**src/rtl/mm_game_if.sv**
```systemverilog
// mm_game_if: signal bundle between the Mastermind turn sequencer and its
// neighbours (guess editor, PRNG, history store, feedback display path).
// The slave modport is the controller side; the master modport is the
// side that drives the button, mode switch, guess and PRNG code.
interface mm_game_if;
  logic       select;
  logic       mode;
  logic [2:0] guess0;
  logic [2:0] guess1;
  logic [2:0] guess2;
  logic [2:0] guess3;
  logic [2:0] code0;
  logic [2:0] code1;
  logic [2:0] code2;
  logic [2:0] code3;
  logic       code_ld;
  logic       entry_en;
  logic       hist_we;
  logic [2:0] hist_addr;
  logic [2:0] turn;
  logic [1:0] feedback0;
  logic [1:0] feedback1;
  logic [1:0] feedback2;
  logic [1:0] feedback3;
  logic       fb_valid;
  logic       busy;
  logic       game_over;
  logic       win;
  logic       dup_reject;

  modport master (
    output select, mode,
    output guess0, guess1, guess2, guess3,
    output code0, code1, code2, code3,
    input  code_ld, entry_en, hist_we, hist_addr, turn,
    input  feedback0, feedback1, feedback2, feedback3,
    input  fb_valid, busy, game_over, win, dup_reject
  );

  modport slave (
    input  select, mode,
    input  guess0, guess1, guess2, guess3,
    input  code0, code1, code2, code3,
    output code_ld, entry_en, hist_we, hist_addr, turn,
    output feedback0, feedback1, feedback2, feedback3,
    output fb_valid, busy, game_over, win, dup_reject
  );
endinterface

```
**src/rtl/mm_game_ctrl.sv**
```systemverilog
// mm_game_ctrl: Mastermind turn sequencer. Latches the secret code, gates
// guess entry, commits each guess to history and scores it one comparison
// per cycle (4 exact-position checks, then 16 colour-only checks), giving
// a fixed 22-cycle select-to-feedback latency.
// Optional feature macro: MM_DUP_CHECK_EN rejects guesses that repeat a
// colour; when undefined, dup_reject is tied low and duplicates are scored.
module mm_game_ctrl #(
  parameter int MAX_TURNS = 8
) (
  input  logic     clk,
  input  logic     rst_n,
  mm_game_if.slave bus
);

  typedef enum logic [2:0] {
    S_IDLE,
    S_ENTRY,
    S_COMMIT,
    S_EXACT,
    S_PART,
    S_REPORT,
    S_DONE
  } state_t;

  localparam logic [2:0] LAST_TURN = 3'(MAX_TURNS - 1);

  state_t     state;
  state_t     state_nxt;
  logic       sel_q;
  logic       sel_ev;
  logic       dup_found;
  logic       entry_en_c;
  logic       hist_we_c;
  logic       busy_c;
  logic       fb_valid_c;
  logic       game_over_c;
  logic [2:0] g_in    [4];
  logic [2:0] code_in [4];
  logic [2:0] code_r  [4];
  logic [2:0] guess_r [4];
  logic [3:0] gu;
  logic [3:0] cu;
  logic [2:0] exact_cnt;
  logic [2:0] part_cnt;
  logic [2:0] scored;
  logic [1:0] idx_i;
  logic [1:0] idx_j;
  logic [2:0] turn_r;
  logic [1:0] fb_r    [4];
  logic [1:0] fb_new  [4];
  logic [1:0] fb_out  [4];
  logic       win_r;
  logic       code_ld_r;

  assign g_in[0]    = bus.guess0;
  assign g_in[1]    = bus.guess1;
  assign g_in[2]    = bus.guess2;
  assign g_in[3]    = bus.guess3;
  assign code_in[0] = bus.code0;
  assign code_in[1] = bus.code1;
  assign code_in[2] = bus.code2;
  assign code_in[3] = bus.code3;

  // A press counts only on its rising edge, and never while reviewing
  // history or while a guess is being scored.
  assign sel_ev = bus.select & ~sel_q & ~bus.mode & ~busy_c;

`ifdef MM_DUP_CHECK_EN
  logic dup_rej_r;

  assign dup_found = (g_in[0] == g_in[1]) | (g_in[0] == g_in[2]) |
                     (g_in[0] == g_in[3]) | (g_in[1] == g_in[2]) |
                     (g_in[1] == g_in[3]) | (g_in[2] == g_in[3]);

  // One-cycle reject pulse for a guess entered with a repeated colour
  always_ff @(posedge clk or negedge rst_n) begin
    if (!rst_n) begin
      dup_rej_r <= 1'b0;
    end else begin
      dup_rej_r <= (state == S_ENTRY) && sel_ev && dup_found;
    end
  end

  assign bus.dup_reject = dup_rej_r;
`else
  assign dup_found      = 1'b0;
  assign bus.dup_reject = 1'b0;
`endif

  // State register
  always_ff @(posedge clk or negedge rst_n) begin
    if (!rst_n) begin
      state <= S_IDLE;
    end else begin
      state <= state_nxt;
    end
  end

  // Next-state decode and the state-derived status outputs
  always_comb begin
    state_nxt   = state;
    entry_en_c  = 1'b0;
    hist_we_c   = 1'b0;
    busy_c      = 1'b0;
    fb_valid_c  = 1'b0;
    game_over_c = 1'b0;
    case (state)
      S_IDLE: begin
        if (sel_ev) state_nxt = S_ENTRY;
      end
      S_ENTRY: begin
        entry_en_c = 1'b1;
        if (sel_ev && !dup_found) state_nxt = S_COMMIT;
      end
      S_COMMIT: begin
        hist_we_c = 1'b1;
        busy_c    = 1'b1;
        state_nxt = S_EXACT;
      end
      S_EXACT: begin
        busy_c = 1'b1;
        if (idx_i == 2'd3) state_nxt = S_PART;
      end
      S_PART: begin
        busy_c = 1'b1;
        if (idx_i == 2'd3 && idx_j == 2'd3) state_nxt = S_REPORT;
      end
      S_REPORT: begin
        busy_c     = 1'b1;
        fb_valid_c = 1'b1;
        if (exact_cnt == 3'd4 || turn_r == LAST_TURN) state_nxt = S_DONE;
        else                                          state_nxt = S_ENTRY;
      end
      S_DONE: begin
        game_over_c = 1'b1;
        if (sel_ev) state_nxt = S_IDLE;
      end
      default: state_nxt = S_IDLE;
    endcase
  end

  // Pack the final counts into per-digit symbols: exacts first, then colour-only
  always_comb begin
    scored = exact_cnt + part_cnt;
    for (int k = 0; k < 4; k++) begin
      fb_new[k] = 2'b00;
      if (3'(k) < exact_cnt)   fb_new[k] = 2'b10;
      else if (3'(k) < scored) fb_new[k] = 2'b01;
    end
  end

  // Code capture, guess latch, sequential scoring, turn and result registers
  always_ff @(posedge clk or negedge rst_n) begin
    if (!rst_n) begin
      sel_q     <= 1'b0;
      code_r    <= '{default: '0};
      guess_r   <= '{default: '0};
      gu        <= '0;
      cu        <= '0;
      exact_cnt <= '0;
      part_cnt  <= '0;
      idx_i     <= '0;
      idx_j     <= '0;
      turn_r    <= '0;
      fb_r      <= '{default: '0};
      win_r     <= 1'b0;
      code_ld_r <= 1'b0;
    end else begin
      sel_q     <= bus.select;
      code_ld_r <= 1'b0;
      case (state)
        S_IDLE: begin
          if (sel_ev) begin
            code_r    <= code_in;
            code_ld_r <= 1'b1;
            turn_r    <= '0;
            win_r     <= 1'b0;
          end
        end
        S_COMMIT: begin
          guess_r   <= g_in;
          gu        <= '0;
          cu        <= '0;
          exact_cnt <= '0;
          part_cnt  <= '0;
          idx_i     <= '0;
          idx_j     <= '0;
        end
        S_EXACT: begin
          if (guess_r[idx_i] == code_r[idx_i]) begin
            gu[idx_i] <= 1'b1;
            cu[idx_i] <= 1'b1;
            exact_cnt <= exact_cnt + 3'd1;
          end
          idx_i <= idx_i + 2'd1;
        end
        S_PART: begin
          if (!gu[idx_i] && !cu[idx_j] && guess_r[idx_i] == code_r[idx_j]) begin
            gu[idx_i] <= 1'b1;
            cu[idx_j] <= 1'b1;
            part_cnt  <= part_cnt + 3'd1;
          end
          idx_j <= idx_j + 2'd1;
          if (idx_j == 2'd3) idx_i <= idx_i + 2'd1;
        end
        S_REPORT: begin
          fb_r <= fb_new;
          if (exact_cnt == 3'd4)       win_r  <= 1'b1;
          else if (turn_r != LAST_TURN) turn_r <= turn_r + 3'd1;
        end
        S_DONE: begin
          if (sel_ev) begin
            fb_r  <= '{default: '0};
            win_r <= 1'b0;
          end
        end
        default: ;
      endcase
    end
  end

  // Fresh symbols are shown during REPORT itself; the register holds them after
  always_comb begin
    for (int k = 0; k < 4; k++) begin
      fb_out[k] = (state == S_REPORT) ? fb_new[k] : fb_r[k];
    end
  end

  assign bus.code_ld   = code_ld_r;
  assign bus.entry_en  = entry_en_c;
  assign bus.hist_we   = hist_we_c;
  assign bus.hist_addr = turn_r;
  assign bus.turn      = turn_r;
  assign bus.feedback0 = fb_out[0];
  assign bus.feedback1 = fb_out[1];
  assign bus.feedback2 = fb_out[2];
  assign bus.feedback3 = fb_out[3];
  assign bus.fb_valid  = fb_valid_c;
  assign bus.busy      = busy_c;
  assign bus.game_over = game_over_c;
  assign bus.win       = win_r;

endmodule
```
**src/flat_wrapper.sv**
```systemverilog
// flat-port wrapper written by rule: the top's interface ports become plain ports
module mm_game_ctrl_flat 
#(
  parameter int MAX_TURNS = 8
)
  (clk, rst_n, bus_select, bus_mode, bus_guess0, bus_guess1, bus_guess2, bus_guess3, bus_code0, bus_code1, bus_code2, bus_code3, bus_code_ld, bus_entry_en, bus_hist_we, bus_hist_addr, bus_turn, bus_feedback0, bus_feedback1, bus_feedback2, bus_feedback3, bus_fb_valid, bus_busy, bus_game_over, bus_win, bus_dup_reject);
  mm_game_if bus_i ();
  input  logic clk;
  input  logic rst_n;
  input wire logic [$bits(bus_i.select)-1:0] bus_select;
  input wire logic [$bits(bus_i.mode)-1:0] bus_mode;
  input wire logic [$bits(bus_i.guess0)-1:0] bus_guess0;
  input wire logic [$bits(bus_i.guess1)-1:0] bus_guess1;
  input wire logic [$bits(bus_i.guess2)-1:0] bus_guess2;
  input wire logic [$bits(bus_i.guess3)-1:0] bus_guess3;
  input wire logic [$bits(bus_i.code0)-1:0] bus_code0;
  input wire logic [$bits(bus_i.code1)-1:0] bus_code1;
  input wire logic [$bits(bus_i.code2)-1:0] bus_code2;
  input wire logic [$bits(bus_i.code3)-1:0] bus_code3;
  output wire logic [$bits(bus_i.code_ld)-1:0] bus_code_ld;
  output wire logic [$bits(bus_i.entry_en)-1:0] bus_entry_en;
  output wire logic [$bits(bus_i.hist_we)-1:0] bus_hist_we;
  output wire logic [$bits(bus_i.hist_addr)-1:0] bus_hist_addr;
  output wire logic [$bits(bus_i.turn)-1:0] bus_turn;
  output wire logic [$bits(bus_i.feedback0)-1:0] bus_feedback0;
  output wire logic [$bits(bus_i.feedback1)-1:0] bus_feedback1;
  output wire logic [$bits(bus_i.feedback2)-1:0] bus_feedback2;
  output wire logic [$bits(bus_i.feedback3)-1:0] bus_feedback3;
  output wire logic [$bits(bus_i.fb_valid)-1:0] bus_fb_valid;
  output wire logic [$bits(bus_i.busy)-1:0] bus_busy;
  output wire logic [$bits(bus_i.game_over)-1:0] bus_game_over;
  output wire logic [$bits(bus_i.win)-1:0] bus_win;
  output wire logic [$bits(bus_i.dup_reject)-1:0] bus_dup_reject;
  assign bus_i.select = bus_select;
  assign bus_i.mode = bus_mode;
  assign bus_i.guess0 = bus_guess0;
  assign bus_i.guess1 = bus_guess1;
  assign bus_i.guess2 = bus_guess2;
  assign bus_i.guess3 = bus_guess3;
  assign bus_i.code0 = bus_code0;
  assign bus_i.code1 = bus_code1;
  assign bus_i.code2 = bus_code2;
  assign bus_i.code3 = bus_code3;
  assign bus_code_ld = bus_i.code_ld;
  assign bus_entry_en = bus_i.entry_en;
  assign bus_hist_we = bus_i.hist_we;
  assign bus_hist_addr = bus_i.hist_addr;
  assign bus_turn = bus_i.turn;
  assign bus_feedback0 = bus_i.feedback0;
  assign bus_feedback1 = bus_i.feedback1;
  assign bus_feedback2 = bus_i.feedback2;
  assign bus_feedback3 = bus_i.feedback3;
  assign bus_fb_valid = bus_i.fb_valid;
  assign bus_busy = bus_i.busy;
  assign bus_game_over = bus_i.game_over;
  assign bus_win = bus_i.win;
  assign bus_dup_reject = bus_i.dup_reject;
  mm_game_ctrl #(.MAX_TURNS(MAX_TURNS)) u_core (.clk(clk), .rst_n(rst_n), .bus(bus_i));
endmodule
```
**config.mk**
```make
export PLATFORM = sky130hd
export DESIGN_NAME = mm_game_ctrl_flat
export DESIGN_NICKNAME = d
export VERILOG_FILES = /design/src/rtl/mm_game_if.sv /design/src/rtl/mm_game_ctrl.sv /design/src/flat_wrapper.sv
export SDC_FILE = /design/constraint.sdc
export NUM_CORES = 1
export LEC_CHECK = 0
export ABC_CLOCK_PERIOD_IN_PS = 4070
export CAP_MARGIN = 25
export CORE_MARGIN = 2
export CORE_UTILIZATION = 58
export CTS_CLUSTER_SIZE = 8
export DETAILED_ROUTE_END_ITERATION = 8
export GPL_TIMING_DRIVEN = 0
export PLACE_DENSITY = 0.88
export RECOVER_POWER = 50
export SYNTH_ARGS = -nofsm -noshare
export SYNTH_HDL_FRONTEND = slang
export SYNTH_SLANG_ARGS = --single-unit
```
**constraint.sdc**
```tcl
create_clock -name clk -period 4.07 [get_ports clk]
set_clock_uncertainty 0.05 [all_clocks]
set_input_delay 0.6105 -clock clk [delete_from_list [all_inputs] [get_ports clk]]
set_output_delay 0.6105 -clock clk [all_outputs]
set_load 0.02 [all_outputs]
```
---- Word-level counts from Yosys, hierarchy flattened ----
Cells that the tools add are included.
word-level totals
  register bits ........................... 59
  output and inout bits ................... 22
  word-level logic and storage cells ...... 169
operators by class
  add/sub/neg operators ................... 6
  magnitude comparators ................... 14
  equal/unequal tests ..................... 25
  muxes and demuxes ....................... 64
  bitwise logic cells ..................... 11
  reductions and logical operators ........ 26
operators by type and width
  operator               count
  $mux W3                16
  $pmux W4 S3            2
  $ne A2 B1 Y1 const B   11
  $pmux W3 S7            1
  $bmux W3 S2            3
  $mux W2                9
  $pmux W3 S2            3
  $mux W1                17
  $mux W4                4
  $pmux W8 S2            1
  $eq A3 B3 Y1 const B   5
  $lt A1 B3 Y1 const A   4
  $lt A2 B3 Y1 const A   4
  $or A4 B4 Y4           3
  $reduce_and A2 Y1      5
  $reduce_bool A2 Y1     5
  $add A3 B1 Y3 const B  3
  $mux W8                1
  $eq A3 B2 Y1 const B   2
  $eq A3 B3 Y1           2
  $ge A3 B3 Y1 const B   2
  $lt A2 B3 Y1 const B   2
  $not A2 Y3             2
  $pmux W2 S3            1
  23 further kinds       38

---- Logic depth before layout (Yosys ltp) ----
Gate-level depths: netlist of run 1.
  depth in word-level cells ............... 8
  depth in mapped cells ................... 8
  gate-level depth less buffers ........... 8

---- Least setup slack after synthesis of run 1 ----
Ideal clock, no wire load.
  path type ............................... register to output
  from .................................... reg u_core.exact_cnt[0]
  to ...................................... out bus_feedback0[0]
  arrival time ............................ 1.868 ns
  slack ................................... 1.541 ns
  stages on the path, launching flop included .. 9
  path buffers ............................ 0
  cells stage by stage .................... dfrtp_1 -> ha_1 -> inv_1 -> fa_1 -> xor2_1 -> xor2_1 -> nand2_1 -> o21ai_0 -> nand2_1
between the ends
  longest elaborated chain between the ends .. 5
  elaborated cells between the ends (all ways) .. 6
  those cells by class .................... 1 x add/sub; 2 x order compare; 3 x mux
RTL lines
  element                 RTL line             source
  from (decl)             mm_game_ctrl.sv:43   logic [2:0] exact_cnt;
  from (signal assigned)  mm_game_ctrl.sv:193  exact_cnt <= exact_cnt + 3'd1;
  $add A3 B3 Y3           mm_game_ctrl.sv:144  scored = exact_cnt + part_cnt;
  $lt A1 B3 Y1            mm_game_ctrl.sv:148  else if (3'(k) < scored) fb_new[k] = 2'b01;
  $mux W1                 mm_game_ctrl.sv:148
  $mux W2 *               mm_game_ctrl.sv:147  if (3'(k) < exact_cnt) fb_new[k] = 2'b10;
  $mux W2 *               mm_game_ctrl.sv:225  fb_out[k] = (state == S_REPORT) ? fb_new[k] : fb_r[k];
  to (decl)               flat_wrapper.sv:25   output wire logic [$bits(bus_i.feedback0)-1:0] bus_feedback0;
Every way passes the cells marked *; elsewhere a longest branch is shown, timed or not.

---- Final worst setup path of run 1 ----
  from .................................... reg u_core.state[0]
  to ...................................... out bus_feedback0[0]
between the ends
  longest elaborated chain between the ends .. 2
RTL lines
  element                 RTL line             source
  from (decl)             mm_game_ctrl.sv:27   state_t state;
  from (signal assigned)  mm_game_ctrl.sv:95   state <= state_nxt;
  $eq A3 B3 Y1            mm_game_ctrl.sv:225
  $mux W2                 mm_game_ctrl.sv:225
No other way between the ends.

==> impl_metrics.env, run 1 <==
export IMPL_slowest_stage="clkdlybuf4s50_1"
export IMPL_via_per_inst=5.53
export IMPL_drv_cap=1
export IMPL_worstSetupPathType="reg -> out"
export IMPL_antennaDiodeCount=0
export IMPL_ios=50
export IMPL_slowest_delay_ns=0.60
export IMPL_grt_first_pass_wirelength_um=11900
export IMPL_dp_hpwl_um=5070
export IMPL_crit_required_ns=3.41
export IMPL_cp_max_fo=10
export IMPL_clk_path_buf_depth=2
export IMPL_leakage_uw=0.00189
export IMPL_ys_ff_latch=59
export IMPL_slew_violations=39
export IMPL_insertion_delay_ns=0.35
export IMPL_worstMarginPinSlew_ns=2.00
export IMPL_ys_flop_type="dfrtp_1"
export IMPL_drtPass1Iterations=6
export IMPL_drtAntennaViolNets=0
export IMPL_syn_to_final_growth_pct=24.8
export IMPL_holdBufCountCts=0
export IMPL_nNetsFinal=412
export IMPL_cts_root_buf="clkbuf_8"
export IMPL_cp_start_kind="register"
export IMPL_synth_area_leader_cell="dfrtp_1"
export IMPL_clock_fmax_mhz=267
export IMPL_totalPowerFinal_uw=2920
export IMPL_syn_area_um2=3260
export IMPL_async_flop_share_pct=100
export IMPL_die_area_um2=6240
export IMPL_crit_buf_inv=3
export IMPL_reg2reg_slack_ns=1.70
export IMPL_die_y_um=79.0
export IMPL_synth_edf_count=0
export IMPL_p_sw_uw=1100
export IMPL_fin_util_pct=74.4
export IMPL_seq_power_share_pct=31.7
export IMPL_std_cell_rows=27
export IMPL_setup_viol=0
export IMPL_power_frac_comb_pct=45.8
export IMPL_yosysTopAreaCellShare_pct=45.2
export IMPL_path_clk_slew_ns=0.08
export IMPL_drc=0
export IMPL_final_cell_mix="64 x nand2_1, 59 x dfrtp_1, 45 x clkdlybuf4s50_1"
export IMPL_syn_avg_cell_area_um2=10.6
export IMPL_tns_ns=0
export IMPL_wl_per_cell_um=15.7
export IMPL_cts_sinks=59
export IMPL_vias=2466
export IMPL_final_common_cell="nand2_1"
export IMPL_status="finished, violations left"
export IMPL_grt_antenna_before_repair=0
export IMPL_gp_congestion=0.838
export IMPL_worstSetupEndpointType="primary output"
export IMPL_internal_power_uw=1820
export IMPL_r2r_start="u_core.idx_i[1]"
export IMPL_wl_um=6980
export IMPL_synth_cells=309
export IMPL_gr_usage_all_layers_pct=25.1
export IMPL_ctsResizeCount=0
export IMPL_synthesis_nets=352
export IMPL_crit_family="buffers and inverters"
export IMPL_grt_ovfl_total=0
export IMPL_postCtsSetupBuffers=0
export IMPL_grt_max_degree=39
export IMPL_hp_class="in -> async"
export IMPL_cp_depth=8
export IMPL_core_area_um2=5470
export IMPL_r2r_end="u_core.gu[2]"
export IMPL_p_per_area_nw_per_um2=717
export IMPL_hold_violations=0
export IMPL_synth_distinct_cells=52
export IMPL_p_clk_share_pct=22.4
export IMPL_slew_limit_headroom_pct=-33.1
export IMPL_synthTopCellsByArea="dfrtp_1 45%, nand2_1 7.4%, ha_1 5.4%"
export IMPL_critPathArrivalTime_ns=3.08
export IMPL_cts_buffers=9
export IMPL_drtIter0Drc=138
export IMPL_ir_drop_mv=0.441
export IMPL_initial_utilization_pct=59.6
export IMPL_first_global_vias=2533
export IMPL_synth_sequential_area_ratio_pct=45.2
export IMPL_h_tree_depth=3
export IMPL_fin_hold_ws_ns=0.424
export IMPL_port_buffers=48
export IMPL_p_sw_share_pct=37.8
export IMPL_rr_worst_depth=6
export IMPL_die_w_um=79.0
export IMPL_crit_chain="clkbuf_1 -> nor2b_1 -> nand2_1 -> clkbuf_1 -> nor4_1 -> o21ai_0 -> nand2_1 -> clkdlybuf4s50_1"
export IMPL_violations="max-capacitance violations, max-slew violations"
export IMPL_drive_gt1_share_pct=10.4
export IMPL_min_period_over_period_pct=91.9
export IMPL_min_period_ns=3.74
export IMPL_rsz0062_at_grt="false"
export IMPL_ys_warnings_count=0
export IMPL_cts_tree="done"
## power by group through the flow
stage / Sequential [µW] / Clock [µW] / Combinational [µW]
6_report: 926 / 655 / 1340
3_5_place_dp: 934 / 0 / 1340
5_1_grt: 955 / 685 / 1470
2_1_floorplan: 902 / 0 / 969
3_3_place_gp: 918 / 0 / 1280
4_1_cts: 926 / 664 / 1340
## flip-flops by register name, summed over array words and instances (netlist names)
signal and flops:
u_core.bus.code_ld 1, u_core.bus.hist_addr 3, u_core.exact_cnt 3, u_core.part_cnt 3, u_core.sel_q 1, u_core.gu 4
u_core.fb_r 8, u_core.cu 4, u_core.idx_i 2, u_core.idx_j 2, u_core.guess_r 12, u_core.state 3
u_core.code_r 12, u_core.bus.win 1
## kinds of logic (layout without fill, tap and decap cells)
logic type                 count (synthesis)  after routing  share of synthesized area (%)
AOI/OAI and AO/OA                         52             52                           11.1
buffers and inverters                     36            101                           5.18
muxes                                     28             28                           14.0
xor gates and xnor gates                   8              8                           2.84
DFF                                       59             59                           45.2
other                                      1              1                          0.115
and+or+nand+nor                          110            110                           15.6
adders and majority gates                 15             15                           5.98
## worst register-to-register path, delay by kind of cell (launching register included)
family	cells	cell delay, ns
compound gates	2	0.48
buf+inv	1	0.17
mux	1	0.58
simple gates	2	0.63
flops	1	0.39
## final cells by class
cell class / instances / area [µm²]
buffer: 21 / 113
clock buffer: 10 / 128
clock inverter: 6 / 114
fill: 382 / 1400
inverter: 15 / 56.3
multi-input combinational: 214 / 1620
sequential: 59 / 1480
tap: 72 / 90.1
timing repair buffer: 49 / 478
## through the flow
| step | instances | area, µm² | worst slack (ns) |
|---|---|---|---|
| 2_1_floorplan | 309 | 3260 | 1.54 |
| 3_5_place_dp | 430 | 3850 | 0.748 |
| 6_report | 446 | 4070 | 0.328 |
| 4_1_cts | 446 | 4090 | 0.345 |
| 3_3_place_gp | 429 | 3830 | 0.499 |
| 5_1_grt | 446 | 4070 | 0.129 |
## per-layer routing
layer	track usage, %	part of all wire [%]	up-vias
met5	0	0	-
met4	12.8	2.0	0
met3	4.43	4.6	14
met2	43.4	52	77
met1	30.3	41	1182
li1	-	-	1193
## synth_stat cells, types with 6 or more instances
cell / n
nand2_1: 64
nor2_1: 13
a21oi_1: 9
clkbuf_1: 11
mux4_2: 6
ha_1: 14
a22o_1: 12
dfrtp_1: 59
nand3_1: 6
mux2_1: 15
inv_1: 14
o21ai_0: 10
## how the worst max path moves through the flow
stage	start	to	slack, ns
2_1_floorplan	u_core.exact_cnt[0]	bus_feedback0[0]	1.54
3_3_place_gp	rst_n	u_core.bus.code_ld	0.50
3_5_place_dp	u_core.state[0]	bus_feedback0[0]	0.75
4_1_cts	u_core.state[0]	bus_feedback0[0]	0.35
5_1_grt	u_core.state[0]	bus_feedback0[0]	0.13
6_report	u_core.state[0]	bus_feedback0[0]	0.33
Note: power is estimated with default switching activity, not from simulation.
==> run 2, diff against run 1 <==
--- a/config.mk
+++ b/config.mk
@@ -14,6 +14,7 @@
 export GPL_TIMING_DRIVEN = 0
 export PLACE_DENSITY = 0.88
 export RECOVER_POWER = 50
+export SLEW_MARGIN = 20
 export SYNTH_ARGS = -nofsm -noshare
 export SYNTH_HDL_FRONTEND = slang
 export SYNTH_SLANG_ARGS = --single-unit
==> impl_metrics.env, run 2 (synthesis gave the netlist of run 1 again) <==
export IMPL_violations="max-capacitance violations, max-slew violations"
export IMPL_whs_endpoint="u_core.guess_r[5]"
export IMPL_multiInputGateArea_um2=1620
export IMPL_stdcell_count=446
export IMPL_drtPass1Iterations=4
export IMPL_gp_congestion=0.838
export IMPL_p_sw_share_pct=37.8
export IMPL_die_area_um2=6240
export IMPL_fin_util_pct=74.4
export IMPL_via_per_inst=5.54
export IMPL_drive_gt1_share_pct=10.4
export IMPL_hp_class="reg -> reg"
export IMPL_leakage_uw=0.00189
export IMPL_power_frac_comb_pct=45.8
export IMPL_h_tree_depth=3
export IMPL_crit_buf_inv=3
export IMPL_final_common_cell="nand2_1"
export IMPL_r2r_end="u_core.gu[2]"
export IMPL_drtIter0Drc=137
export IMPL_slew_limit_headroom_pct=-33.1
export IMPL_gr_usage_all_layers_pct=25.1
export IMPL_hold_violations=0
export IMPL_ir_drop_mv=0.441
export IMPL_final_cell_mix="64 x nand2_1, 59 x dfrtp_1, 45 x clkdlybuf4s50_1"
export IMPL_path_clk_slew_ns=0.08
export IMPL_slowest_stage="clkdlybuf4s50_1"
export IMPL_reg2reg_slack_ns=1.70
export IMPL_placedCellCount=430
export IMPL_tns_ns=0
export IMPL_r2r_start="u_core.idx_i[1]"
export IMPL_cts_tree="done"
export IMPL_hold_start="u_core.guess_r[5]"
export IMPL_crit_required_ns=3.41
export IMPL_std_cell_rows=27
export IMPL_clk_path_buf_depth=2
export IMPL_hold_depth=2
export IMPL_grt_max_degree=39
export IMPL_cp_start_kind="register"
export IMPL_wl_um=6990
export IMPL_grt_first_pass_wirelength_um=11900
export IMPL_reg_top3="u_core.code_r: 12 flops, u_core.guess_r: 12 flops, u_core.fb_r: 8 flops"
export IMPL_rsz0062_at_grt="false"
export IMPL_die_w_um=79.0
export IMPL_p_clk_share_pct=22.4
export IMPL_p_per_area_nw_per_um2=717
export IMPL_wl_per_cell_um=15.7
export IMPL_slowest_delay_ns=0.60
export IMPL_p_sw_uw=1100
export IMPL_drv_cap=1
export IMPL_cts_buffers=9
export IMPL_core_area_um2=5470
export IMPL_min_period_ns=3.74
export IMPL_antennaDiodeCount=0
export IMPL_slew_violations=39
export IMPL_ios=50
export IMPL_drtAntennaViolNets=0
export IMPL_cts_root_buf="clkbuf_8"
export IMPL_die_y_um=79.0
export IMPL_holdBufCountCts=0
export IMPL_crit_family="buffers and inverters"
export IMPL_initial_utilization_pct=59.6
export IMPL_worstMarginPinSlew_ns=2.00
export IMPL_grt_ovfl_total=0
export IMPL_worstSetupPathType="reg -> out"
export IMPL_vias=2473
export IMPL_clock_fmax_mhz=268
export IMPL_dp_hpwl_um=5070
export IMPL_cp_max_fo=10
export IMPL_internal_power_uw=1820
export IMPL_first_global_vias=2533
export IMPL_setup_viol=0
export IMPL_grt_antenna_before_repair=0
export IMPL_fillers=381
export IMPL_ctsResizeCount=0
export IMPL_rr_worst_depth=6
export IMPL_status="finished, violations left"
export IMPL_regArea_um2=1480
export IMPL_port_buffers=48
export IMPL_drc=0
export IMPL_seq_power_share_pct=31.7
export IMPL_min_period_over_period_pct=91.8
export IMPL_critPathArrivalTime_ns=3.07
export IMPL_postCtsSetupBuffers=0
export IMPL_nNetsFinal=412
export IMPL_crit_chain="clkbuf_1 -> nor2b_1 -> nand2_1 -> clkbuf_1 -> nor4_1 -> o21ai_0 -> nand2_1 -> clkdlybuf4s50_1"
export IMPL_worstSetupEndpointType="primary output"
export IMPL_syn_to_final_growth_pct=24.8
export IMPL_cts_sinks=59
export IMPL_insertion_delay_ns=0.35
==> run 2: cell counts in the layout (fill, tap and decap cells not counted) <==
Identical to the previous run, type by type.
==> run 2: stage by stage <==
stage | hold WS (ns) | power [µW] | area, µm² | setup slack (ns)
after global routing | 0.447 | 3110 | 4070 | 0.129
after global placement | 0.403 | 2200 | 3830 | 0.499
after CTS | 0.102 | 2930 | 4090 | 0.345
final | 0.426 | 2920 | 4070 | 0.335
after floorplan | 0.265 | 1870 | 3260 | 1.54
after detailed placement | 0.409 | 2270 | 3850 | 0.748
==> run 2: final cells by class <==
type	count	area share (%)
timing repair buffer	49	11.7
buffer	21	2.76
multi-input combinational	214	39.7
sequential	59	36.3
tap	72	2.21
inverter	15	1.38
clock inverter	6	2.80
clock buffer	10	3.13
==> run 2: worst register-to-register path, cell delays in order (launching register included) <==
cell and delay, ns:
dfrtp_1 0.39, buf_6 0.17, mux4_1 0.58, nor3_1 0.32
nand4_2 0.31, a21oi_4 0.31, a22o_1 0.17
==> run 2: routing by layer <==
| layer | track usage (%) | up-vias | wire, µm | part of all wire [%] |
|---|---|---|---|---|
| met2 | 43.4 | 77 | 3670 | 52 |
| met1 | 30.3 | 1188 | 2890 | 41 |
| met4 | 12.8 | 0 | 138 | 2.0 |
| li1 | - | 1194 | - | - |
| met3 | 4.43 | 14 | 299 | 4.3 |
| met5 | 0 | - | 0 | 0 |
==> run 2: worst max-delay path by stage <==
stage                                    from                  to  slack (ns)  cells past startpoint
after floorplan           u_core.exact_cnt[0]    bus_feedback0[0]        1.54                      8
after global placement                  rst_n  u_core.bus.code_ld        0.50                      1
after detailed placement      u_core.state[0]    bus_feedback0[0]        0.75                      8
after CTS                     u_core.state[0]    bus_feedback0[0]        0.35                      8
after global routing          u_core.state[0]    bus_feedback0[0]        0.13                      8
final                         u_core.state[0]    bus_feedback0[0]        0.33                      8
==> run 2: power by group through the flow <==
stage	clock network, µW	logic [µW]	registers [µW]
2_1_floorplan	0	969	902
3_3_place_gp	0	1280	918
3_5_place_dp	0	1340	934
4_1_cts	664	1340	926
5_1_grt	685	1470	955
6_report	655	1340	926
==> run 3, diff against run 2 <==
--- a/config.mk
+++ b/config.mk
@@ -14,6 +14,7 @@
 export GPL_TIMING_DRIVEN = 0
 export PLACE_DENSITY = 0.88
 export RECOVER_POWER = 50
+export SKIP_LAST_GASP = 1
 export SLEW_MARGIN = 20
 export SYNTH_ARGS = -nofsm -noshare
 export SYNTH_HDL_FRONTEND = slang
==> results of run 3 <==
Final layout, timing and power as in run 2 (identical DEF).
